--- config.mk ---
export PLATFORM = sky130hd
export DESIGN_NAME = fetch_sequencer
export DESIGN_NICKNAME = d
export VERILOG_FILES = /design/src/rtl/fetch_pkg.sv /design/src/rtl/fetch_target_calc.sv /design/src/rtl/fetch_sequencer.sv
export SDC_FILE = /design/constraint.sdc
export NUM_CORES = 1
export LEC_CHECK = 0
export BUFFER_PORTS_ARGS = -buffer_cell sky130_fd_sc_hd__buf_2
export CORE_MARGIN = 2
export CORE_UTILIZATION = 45
export CTS_CLUSTER_DIAMETER = 200
export DETAILED_ROUTE_END_ITERATION = 6
export PLACE_DENSITY = 0.7
export SLEW_MARGIN = 20
export SYNTH_ARGS = -nofsm -noshare
export SYNTH_HDL_FRONTEND = slang
export SYNTH_SLANG_ARGS = --single-unit
--- constraint.sdc ---
create_clock -name clk -period 8.5 [get_ports clk]
set_input_delay 1.7 -clock clk [delete_from_list [all_inputs] [get_ports clk]]
set_output_delay 1.7 -clock clk [all_outputs]
set_load 0.02 [all_outputs]
--- src/rtl/fetch_pkg.sv ---
// Shared definitions for the instruction fetch sequencer.
//   - fetch_state_e : sequencer states
//   - FETCH_AW / FETCH_RESET_PC / FETCH_JW : parameter defaults
//   - NOP           : value held in the instruction register after reset
//   - sat_inc       : saturating 32-bit increment (performance counters)
package fetch_pkg;

    localparam int          FETCH_AW       = 32;
    localparam logic [31:0] FETCH_RESET_PC = 32'h0;
    localparam int          FETCH_JW       = 26;
    localparam logic [31:0] NOP            = 32'h0;

    typedef enum logic [1:0] {
        FETCH  = 2'd0,
        SQUASH = 2'd1,
        HOLD   = 2'd2,
        HALTED = 2'd3
    } fetch_state_e;

    function automatic logic [31:0] sat_inc(input logic [31:0] v, input logic en);
        return (en && (v != '1)) ? v + 32'd1 : v;
    endfunction

endpackage

--- src/rtl/fetch_target_calc.sv ---
// Combinational redirect target computation.
//   br_valid_i/br_pc_i/br_offset_i : taken branch, target = br_pc + 1 + sext(offset)
//   j_valid_i/j_target_i           : jump, target = {pc_i[AW-1:JW], j_target}
//   pc_i                           : current PC register (jump region)
//   redir_o                        : any redirect this cycle
//   target_o                       : selected target, branch has priority
module fetch_target_calc #(
    parameter int AW = 32,
    parameter int JW = 26
) (
    input  logic          br_valid_i,
    input  logic [AW-1:0] br_pc_i,
    input  logic [15:0]   br_offset_i,
    input  logic          j_valid_i,
    input  logic [JW-1:0] j_target_i,
    input  logic [AW-1:0] pc_i,
    output logic          redir_o,
    output logic [AW-1:0] target_o
);

    logic [AW-1:0] br_tgt;
    logic [AW-1:0] j_tgt;

    assign br_tgt = br_pc_i + AW'(1) + {{(AW-16){br_offset_i[15]}}, br_offset_i};
    // Masking keeps the upper PC region and splices in the jump field.
    assign j_tgt  = (pc_i & {{(AW-JW){1'b1}}, {JW{1'b0}}}) | {{(AW-JW){1'b0}}, j_target_i};

    assign redir_o  = br_valid_i | j_valid_i;
    assign target_o = br_valid_i ? br_tgt : j_tgt;

endmodule

--- src/rtl/fetch_sequencer.sv ---
// Instruction fetch sequencer: owns the word-addressed PC, issues req/ack
// reads to instruction memory, hands instructions to decode via valid/ready
// and applies branch/jump redirects (also while a read is outstanding).
// Ports:
//   clk, reset              : clock, synchronous active-high reset
//   imem_req/addr/ack/rdata : instruction memory read interface
//   instr_valid/instr/instr_pc/instr_ready : decode handshake
//   br_valid/br_pc/br_offset, j_valid/j_target : redirects
//   halt / halted           : stop issuing fetches / idle indication
// Optional: `define FETCH_PERF_EN adds perf_fetched, perf_stall,
// perf_redirects saturating 32-bit counters.
module fetch_sequencer
    import fetch_pkg::*;
#(
    parameter int          AW       = FETCH_AW,
    parameter logic [AW-1:0] RESET_PC = AW'(FETCH_RESET_PC),
    parameter int          JW       = FETCH_JW
) (
    input  logic          clk,
    input  logic          reset,
    output logic          imem_req,
    output logic [AW-1:0] imem_addr,
    input  logic          imem_ack,
    input  logic [31:0]   imem_rdata,
    output logic          instr_valid,
    output logic [31:0]   instr,
    output logic [AW-1:0] instr_pc,
    input  logic          instr_ready,
    input  logic          br_valid,
    input  logic [AW-1:0] br_pc,
    input  logic [15:0]   br_offset,
    input  logic          j_valid,
    input  logic [JW-1:0] j_target,
    input  logic          halt,
`ifdef FETCH_PERF_EN
    output logic [31:0]   perf_fetched,
    output logic [31:0]   perf_stall,
    output logic [31:0]   perf_redirects,
`endif
    output logic          halted
);

    fetch_state_e  state_q, state_d;
    logic [AW-1:0] pc_q, pc_d;
    logic [AW-1:0] pend_q, pend_d;
    logic          gap_q, gap_d;   // suppresses the request for one cycle
    logic [31:0]   instr_q, instr_d;
    logic [AW-1:0] instr_pc_q, instr_pc_d;

    logic          redir;
    logic [AW-1:0] redir_tgt;
    logic          ack_ok;
    logic          xfer;

    fetch_target_calc #(.AW(AW), .JW(JW)) u_tgt (
        .br_valid_i  (br_valid),
        .br_pc_i     (br_pc),
        .br_offset_i (br_offset),
        .j_valid_i   (j_valid),
        .j_target_i  (j_target),
        .pc_i        (pc_q),
        .redir_o     (redir),
        .target_o    (redir_tgt)
    );

    assign imem_req    = !reset && (((state_q == FETCH) && !gap_q) || (state_q == SQUASH));
    assign imem_addr   = pc_q;
    assign ack_ok      = imem_req && imem_ack;
    assign instr_valid = (state_q == HOLD);
    assign instr       = instr_q;
    assign instr_pc    = instr_pc_q;
    assign halted      = (state_q == HALTED);
    assign xfer        = instr_valid && instr_ready;

    always_comb begin
        state_d    = state_q;
        pc_d       = pc_q;
        pend_d     = pend_q;
        gap_d      = 1'b0;
        instr_d    = instr_q;
        instr_pc_d = instr_pc_q;
        unique case (state_q)
            FETCH: begin
                if (redir) begin
                    if (!imem_req) begin
                        pc_d = redir_tgt;            // nothing outstanding
                    end else if (ack_ok) begin
                        pc_d  = redir_tgt;           // drop data, idle one cycle
                        gap_d = 1'b1;
                    end else begin
                        pend_d  = redir_tgt;         // keep old address until ack
                        state_d = SQUASH;
                    end
                end else if (ack_ok) begin
                    instr_d    = imem_rdata;
                    instr_pc_d = pc_q;
                    pc_d       = pc_q + AW'(1);
                    state_d    = HOLD;
                end
            end
            SQUASH: begin
                if (redir) pend_d = redir_tgt;
                if (ack_ok) begin
                    pc_d    = redir ? redir_tgt : pend_q;
                    state_d = FETCH;
                end
            end
            HOLD: begin
                if (redir) pc_d = redir_tgt;
                if (xfer)       state_d = halt ? HALTED : FETCH;
                else if (redir) state_d = FETCH;
            end
            HALTED: begin
                if (redir) pc_d = redir_tgt;
                if (!halt) state_d = FETCH;
            end
            default: state_d = FETCH;
        endcase
    end

    always_ff @(posedge clk) begin
        if (reset) begin
            state_q    <= FETCH;
            pc_q       <= RESET_PC;
            pend_q     <= '0;
            gap_q      <= 1'b1;
            instr_q    <= NOP;
            instr_pc_q <= '0;
        end else begin
            state_q    <= state_d;
            pc_q       <= pc_d;
            pend_q     <= pend_d;
            gap_q      <= gap_d;
            instr_q    <= instr_d;
            instr_pc_q <= instr_pc_d;
        end
    end

`ifdef FETCH_PERF_EN
    logic [31:0] perf_fetched_q, perf_stall_q, perf_redirects_q;

    always_ff @(posedge clk) begin
        if (reset) begin
            perf_fetched_q   <= '0;
            perf_stall_q     <= '0;
            perf_redirects_q <= '0;
        end else begin
            perf_fetched_q   <= sat_inc(perf_fetched_q, xfer);
            perf_stall_q     <= sat_inc(perf_stall_q,
                                        ((state_q == FETCH) || (state_q == SQUASH)) && !ack_ok);
            perf_redirects_q <= sat_inc(perf_redirects_q, redir);
        end
    end

    assign perf_fetched   = perf_fetched_q;
    assign perf_stall     = perf_stall_q;
    assign perf_redirects = perf_redirects_q;
`endif

endmodule

# After elaboration in Yosys (flattened, before gate mapping)

Cells that the tools add are included.

Word-level logic and storage cells: 67
Output and inout port bits: 99
Register bits: 131
Input bits: 113

Multiplexer cells: 27
Bitwise operators: 3
Eq/ne operators: 14
Add/subtract/negate cells: 3
Reductions and logical operators: 14

Operators with widths:

| operator                                                               | number |
|---|---|
| 32-bit two-way mux                                                     | 11 |
| 32-bit one-hot mux with 3 select lines                                 | 1 |
| 32-bit by 1-bit adder with 32-bit output (second input constant)       | 2 |
| 32-bit one-hot mux with 2 select lines                                 | 1 |
| 32-bit adder                                                           | 1 |
| 32-bit by 26-bit bitwise OR with 32-bit output                         | 1 |
| 2-bit two-way mux                                                      | 9 |
| 3-bit != test (second input constant)                                  | 4 |
| 2-bit != test (second input constant)                                  | 5 |
| 2-bit one-hot mux with 4 select lines                                  | 1 |
| 4-bit AND reduction                                                    | 2 |
| 6-bit AND reduction                                                    | 1 |
| 2-bit equality test (second input constant)                            | 2 |
| 1-bit logical AND                                                      | 4 |
| 1-bit two-way mux                                                      | 4 |
| 3-bit by 1-bit != test with 1-bit output (second input constant)       | 1 |
| 3-bit AND reduction                                                    | 1 |
| 2-bit by 1-bit equality test with 1-bit output (second input constant) | 1 |
| 1-bit zero test                                                        | 2 |
| 2-bit zero test                                                        | 1 |
| 2-bit by 1-bit != test with 1-bit output (second input constant)       | 1 |
| 2-bit nonzero test                                                     | 1 |
| 2-bit OR reduction                                                     | 1 |
| 1-bit logical OR                                                       | 1 |
| other kinds (2)                                                        | 2 |

# Depth between registers and ports, before layout

Depth after elaboration: 9
Mapped depth: 12
Depth with buffers taken out: 12

# By module

From an unflattened synthesis, not the netlist that was laid out.

Cell total of the unflattened synthesis: 1,099
Area, all modules: 8,040.2 sq um

Modules (own cells, without submodules):

| module            | sequential area each (sq um) | times used | cells an instance | area an instance (sq um) |
|---|---|---|---|---|
| fetch_sequencer   | 2,622.5                      | 1          | 814               | 6,017.0 |
| fetch_target_calc | 0.0                          | 1          | 285               | 2,023.2 |

# Worst setup path after synthesis

No wires, ideal clock.

Path type: input-to-reg
From: in br_pc[0]
To: reg pend_q[30]
Stages: 12
Arrival time: 4,153 ps
Data required time: 8,404 ps
Path buffers: 0
Path slack: 4,251 ps
Cell sequence: inv_1 ha_1 fa_1 nor2b_1 o2111ai_1 a21oi_1 o21ai_1 o21bai_1 a21oi_2 a21oi_2 mux2_4 o41ai_2

Word-level cells in the longest chain between the ends: 7

Ends and longest elaborated chain:

| element                                      | line                    | text |
|---|---|---|
| from (decl)                                  | fetch_sequencer.sv:30   | `input logic [AW-1:0] br_pc,` |
| 32-bit by 1-bit adder with 32-bit output (*) | fetch_target_calc.sv:24 | `assign br_tgt = br_pc_i + AW'(1) + {{(AW-16){br_offset_i[15]}}, br_offset_i};` |
| 32-bit adder (*)                             | fetch_target_calc.sv:24 |  |
| 32-bit two-way mux (*)                       | fetch_target_calc.sv:29 | `assign target_o = br_valid_i ? br_tgt : j_tgt;` |
| 32-bit two-way mux                           | fetch_sequencer.sv:87   | `end else if (ack_ok) begin` |
| 32-bit two-way mux                           | fetch_sequencer.sv:85   | `if (!imem_req) begin` |
| 32-bit two-way mux                           | fetch_sequencer.sv:84   | `if (redir) begin` |
| 32-bit one-hot mux with 2 select lines (*)   | fetch_sequencer.sv:82   | `unique case (state_q)` |
| to (signal assigned)                         | fetch_sequencer.sv:132  | `pend_q <= pend_d;` |
| to (decl)                                    | fetch_sequencer.sv:45   | `logic [AW-1:0] pend_q, pend_d;` |

Every way passes the cells marked *; elsewhere a longest branch is shown, timed or not. The select of a mux whose other input is x is not followed.
A chain may end at the register's enable or synchronous reset.

# Worst setup path in the final report

From: in br_valid
To: reg instr_q[28] (netlist: instr[28])

Word-level cells in the longest chain between the ends: 3

Ends and longest elaborated chain:

| element                       | line                    | text |
|---|---|---|
| from (decl)                   | fetch_sequencer.sv:29   | `input logic br_valid,` |
| 1-bit bitwise OR              | fetch_target_calc.sv:28 | `assign redir_o = br_valid_i \| j_valid_i;` |
| 1-bit NOT (no line)           | --                      |  |
| 3-bit AND reduction (no line) | --                      |  |
| to (signal assigned)          | fetch_sequencer.sv:134  | `instr_q <= instr_d;` |
| to (decl)                     | fetch_sequencer.sv:47   | `logic [31:0] instr_q, instr_d;` |

No other way between the ends.

==> flow_summary_export.csv <==
group,metric,value,unit
die,rows,48,
yosys,synthArstFlopShare,0,%
sta,slew_headroom,34.11,%
yosys,synth.avg_cell_area,7.260,µm²
critical_path,crit_required,8.83,ns
placement,dp_worst_setup_slack,3.090,ns
status,status,"finished clean",
power_and_ir_drop,vdd_drop_max,0.1667,mV
critical_path,slowest_delay,0.74,ns
final_layout,layout_commonest_cell,"nand2_1",
clock_tree,h-tree-depth,4,
sta,fin_skew,0.01340,ns
power_and_ir_drop,p_int,1.279,mW
placement,dp.cells,1465,
drt,avgRoutedWirePerCell,16.10,µm
critical_path,crit_path_frequent_cell,"nand2_1",
power_and_ir_drop,pwr_density_cell,194.2,nW/µm²
critical_path,startpoint_type,"primary input",
critical_path,startpoint,"br_valid",
drt,routed_wl,24130,µm
global_route,grt_pass1_vias,7292,
critical_path,cp_cell_sequence,"buf_2 > buf_4 > inv_2 > nand2_1 > nor2_1 > nand2_1 > nor2_4 > buf_4 > nand2_1 > a21oi_1",
yosys,synthesis.area,7971,µm²
global_route,gr-total-overflow,0,
yosys,synth_warnings,0,
global_route,grt_usage,25.09,%
die,core_area,17300,µm²
final_layout,fillCellCount,1696,
sta,clock.fmax,197.6,MHz
yosys,syn_inst,1098,
final_layout,final_cell_mix,"nand2_1 (224), buf_2 (210), a21oi_1 (165)",
drt,drc,0,
die,die-width,137.1,µm
die,die_h,137.1,µm
final_layout,areaGrowthSynthToFinish,21.74,%
final_layout,nets,1406,
sta,hold_viol,0,
clock_tree,clk_latency,0.42,ns
final_layout,register_area,2623,µm²
sta,finalCritPeriodShare,59.54,%
yosys,synthFlopType,"dfxtp_1",
drt,drt-vias-per-instance,5.601,
sta,period_needed,5.061,ns
clock_tree,cts.sinks,131,
drt,num_vias,8396,
placement,port_buffers,211,
die,io_pins,212,
critical_path,arrival,5.39,ns
critical_path,cp-end-kind,"flop",
yosys,synth_edf_count,0,
sta,slew_viol_final,0,
critical_path,worstReg2RegStart,"state_q[1]$_SDFFE_PP0P_",
sta,rsz0062_at_grt,"no",
clock_tree,clockBufferDepth,2,
critical_path,crit_slowest_cell,"nand2_1",
final_layout,stdcell_count,1499,
yosys,postSynthNetCount,1245,
yosys,seq_area_frac_synth,32.90,%
power_and_ir_drop,swShare,32.16,%
global_route,grt_pass1_wl,37780,µm
yosys,synth.distinct_cells,67,
power_and_ir_drop,p_sw,606.0,µW
drt,postRouteAntennaNets,0,
critical_path,crit_fanout,64,
power_and_ir_drop,leakagePower,4.069,nW
drt,first_iter_violations,677,
power_and_ir_drop,seqPwrFrac,37.3,%
min_path,hp-class,"flop to flop",
global_route,antenna_found_initial,0,
power_and_ir_drop,power_frac_clock,39.6,%
power_and_ir_drop,p_comb_share,23.1,%
clock_tree,clockRootBuffer,"clkbuf_16",
global_route,grt_max_degree,79,
clock_tree,cts_tree,"done",
final_layout,multi_input_area,5011,µm²
clock_tree,path_clk_slew,0.06,ns
yosys,synth-seq-cells,131,
clock_tree,cts_resized,0,
sta,worst_slack,3.439,ns
drt,drt_first_pass_iters,5,
sta,finalSetupViolCount,0,
final_layout,layout-drive-gt1-share,21.78,%
critical_path,worst-setup-path-type,"primary input to flop",
job,max_cap_viol_count,0,
clock_tree,cts_made_buffers,17,
sta,setup_tns,0,ns
placement,dpl.hpwl,17250,µm
sta,worstMarginPinSlew,0.9862,ns
placement,place.gp.congestion,0.9129,
clock_tree,postCtsSetupBuffers,0,
die,fp.dieArea,18800,µm²
die,initial_core_util,46.09,%
min_path,holdCritStartpoint,"instr_pc[11]$_SDFFE_PP0P_",
clock_tree,hold_buffers,0,
registers in the layout, indices dropped and copies added (netlist names):
register,flops
imem_addr,32
instr,32
instr_pc,32
pend_q,32
state_q,2
gap_q,1
worst paths after layout:
path | end | slack, ns | depth (start not counted)
worst max-delay path | instr[28]$_SDFFE_PP0P_ | 3.44 | 10
worst min-delay path | instr_pc[11]$_SDFFE_PP0P_ | 0.45 | 2
worst max register to register | instr[28]$_SDFFE_PP0P_ | 5.47 | 6
worst min register to register | instr_pc[11]$_SDFFE_PP0P_ | 0.45 | 2
final cells by class:
type	count	share of cell area, %
well taps	225	2.901
flip-flops and latches	131	27.02
clock buffers	17	4.384
multi-input cells	874	51.64
repair buffers	218	11.45
clock inverters	15	1.895
diodes	2	0.05157
inverters	17	0.6576
metrics by stage:
step	utilization [%]	power (mW)	cell area (µm²)	hold slack, ns
6_report	56.11	1.885	9704	0.4505
5_1_grt	56.08	1.977	9699	0.4605
4_1_cts	56.08	1.889	9699	0.4519
3_5_place_dp	52.55	1.143	9090	0.4435
3_3_place_gp	52.54	1.140	9087	0.4386
2_1_floorplan	-	1.006	7971	0.4360
Yosys cell counts (all sizes together), types with 7 or more instances:
| cell type | count | area (µm²) |
|---|---|---|
| a211oi | 39 | 302.8 |
| a21o | 17 | 127.6 |
| a21oi | 169 | 857.1 |
| a221oi | 8 | 70.07 |
| a311oi | 10 | 87.58 |
| a31oi | 9 | 56.30 |
| and3 | 16 | 100.1 |
| buf | 8 | 48.79 |
| clkbuf | 68 | 255.2 |
| dfxtp | 131 | 2623 |
| ha | 33 | 412.9 |
| inv | 17 | 63.81 |
| mux2i | 7 | 70.07 |
| nand2 | 224 | 840.8 |
| nand3 | 33 | 170.2 |
| nand4 | 13 | 81.33 |
| nor2 | 118 | 442.9 |
| nor3 | 19 | 105.1 |
| o211ai | 9 | 67.56 |
| o21a | 7 | 52.55 |
| o21ai | 41 | 209.0 |
| xnor2 | 26 | 227.7 |
| xor2 | 13 | 113.9 |
critical path, delay by kind of cell:
family	cells	cell delay, ns
simple gates	5	2.01
buf+inv	4	1.45
compound gates	1	0.14
routing by layer:
metal | routed length [µm] | vias to the layer above | global-route usage, %
li1 | - | 4228 | -
met1 | 11310 | 3770 | 36.30
met2 | 10440 | 371 | 37.95
met3 | 2085 | 27 | 4.556
met4 | 299 | 0 | 7.159
met5 | 0 | - | 0
power by group through the flow:
stage / sequential (mW) / combinational [mW] / clock [mW]
2_1_floorplan: 0.724 / 0.282 / 0
3_3_place_gp: 0.715 / 0.425 / 0
3_5_place_dp: 0.715 / 0.427 / 0
4_1_cts: 0.702 / 0.430 / 0.757
5_1_grt: 0.709 / 0.482 / 0.786
6_report: 0.703 / 0.435 / 0.746
cell families after synthesis:
family | Yosys count | share of synthesized area (%)
DFF | 131 | 32.90
buffers and inverters | 93 | 4.614
and+or+nand+nor | 440 | 23.43
xor gates and xnor gates | 39 | 4.285
muxes | 12 | 1.632
AOI/OAI and AO/OA | 349 | 27.70
adders and majority gates | 34 | 5.431
(Power assumes the default switching activity.)
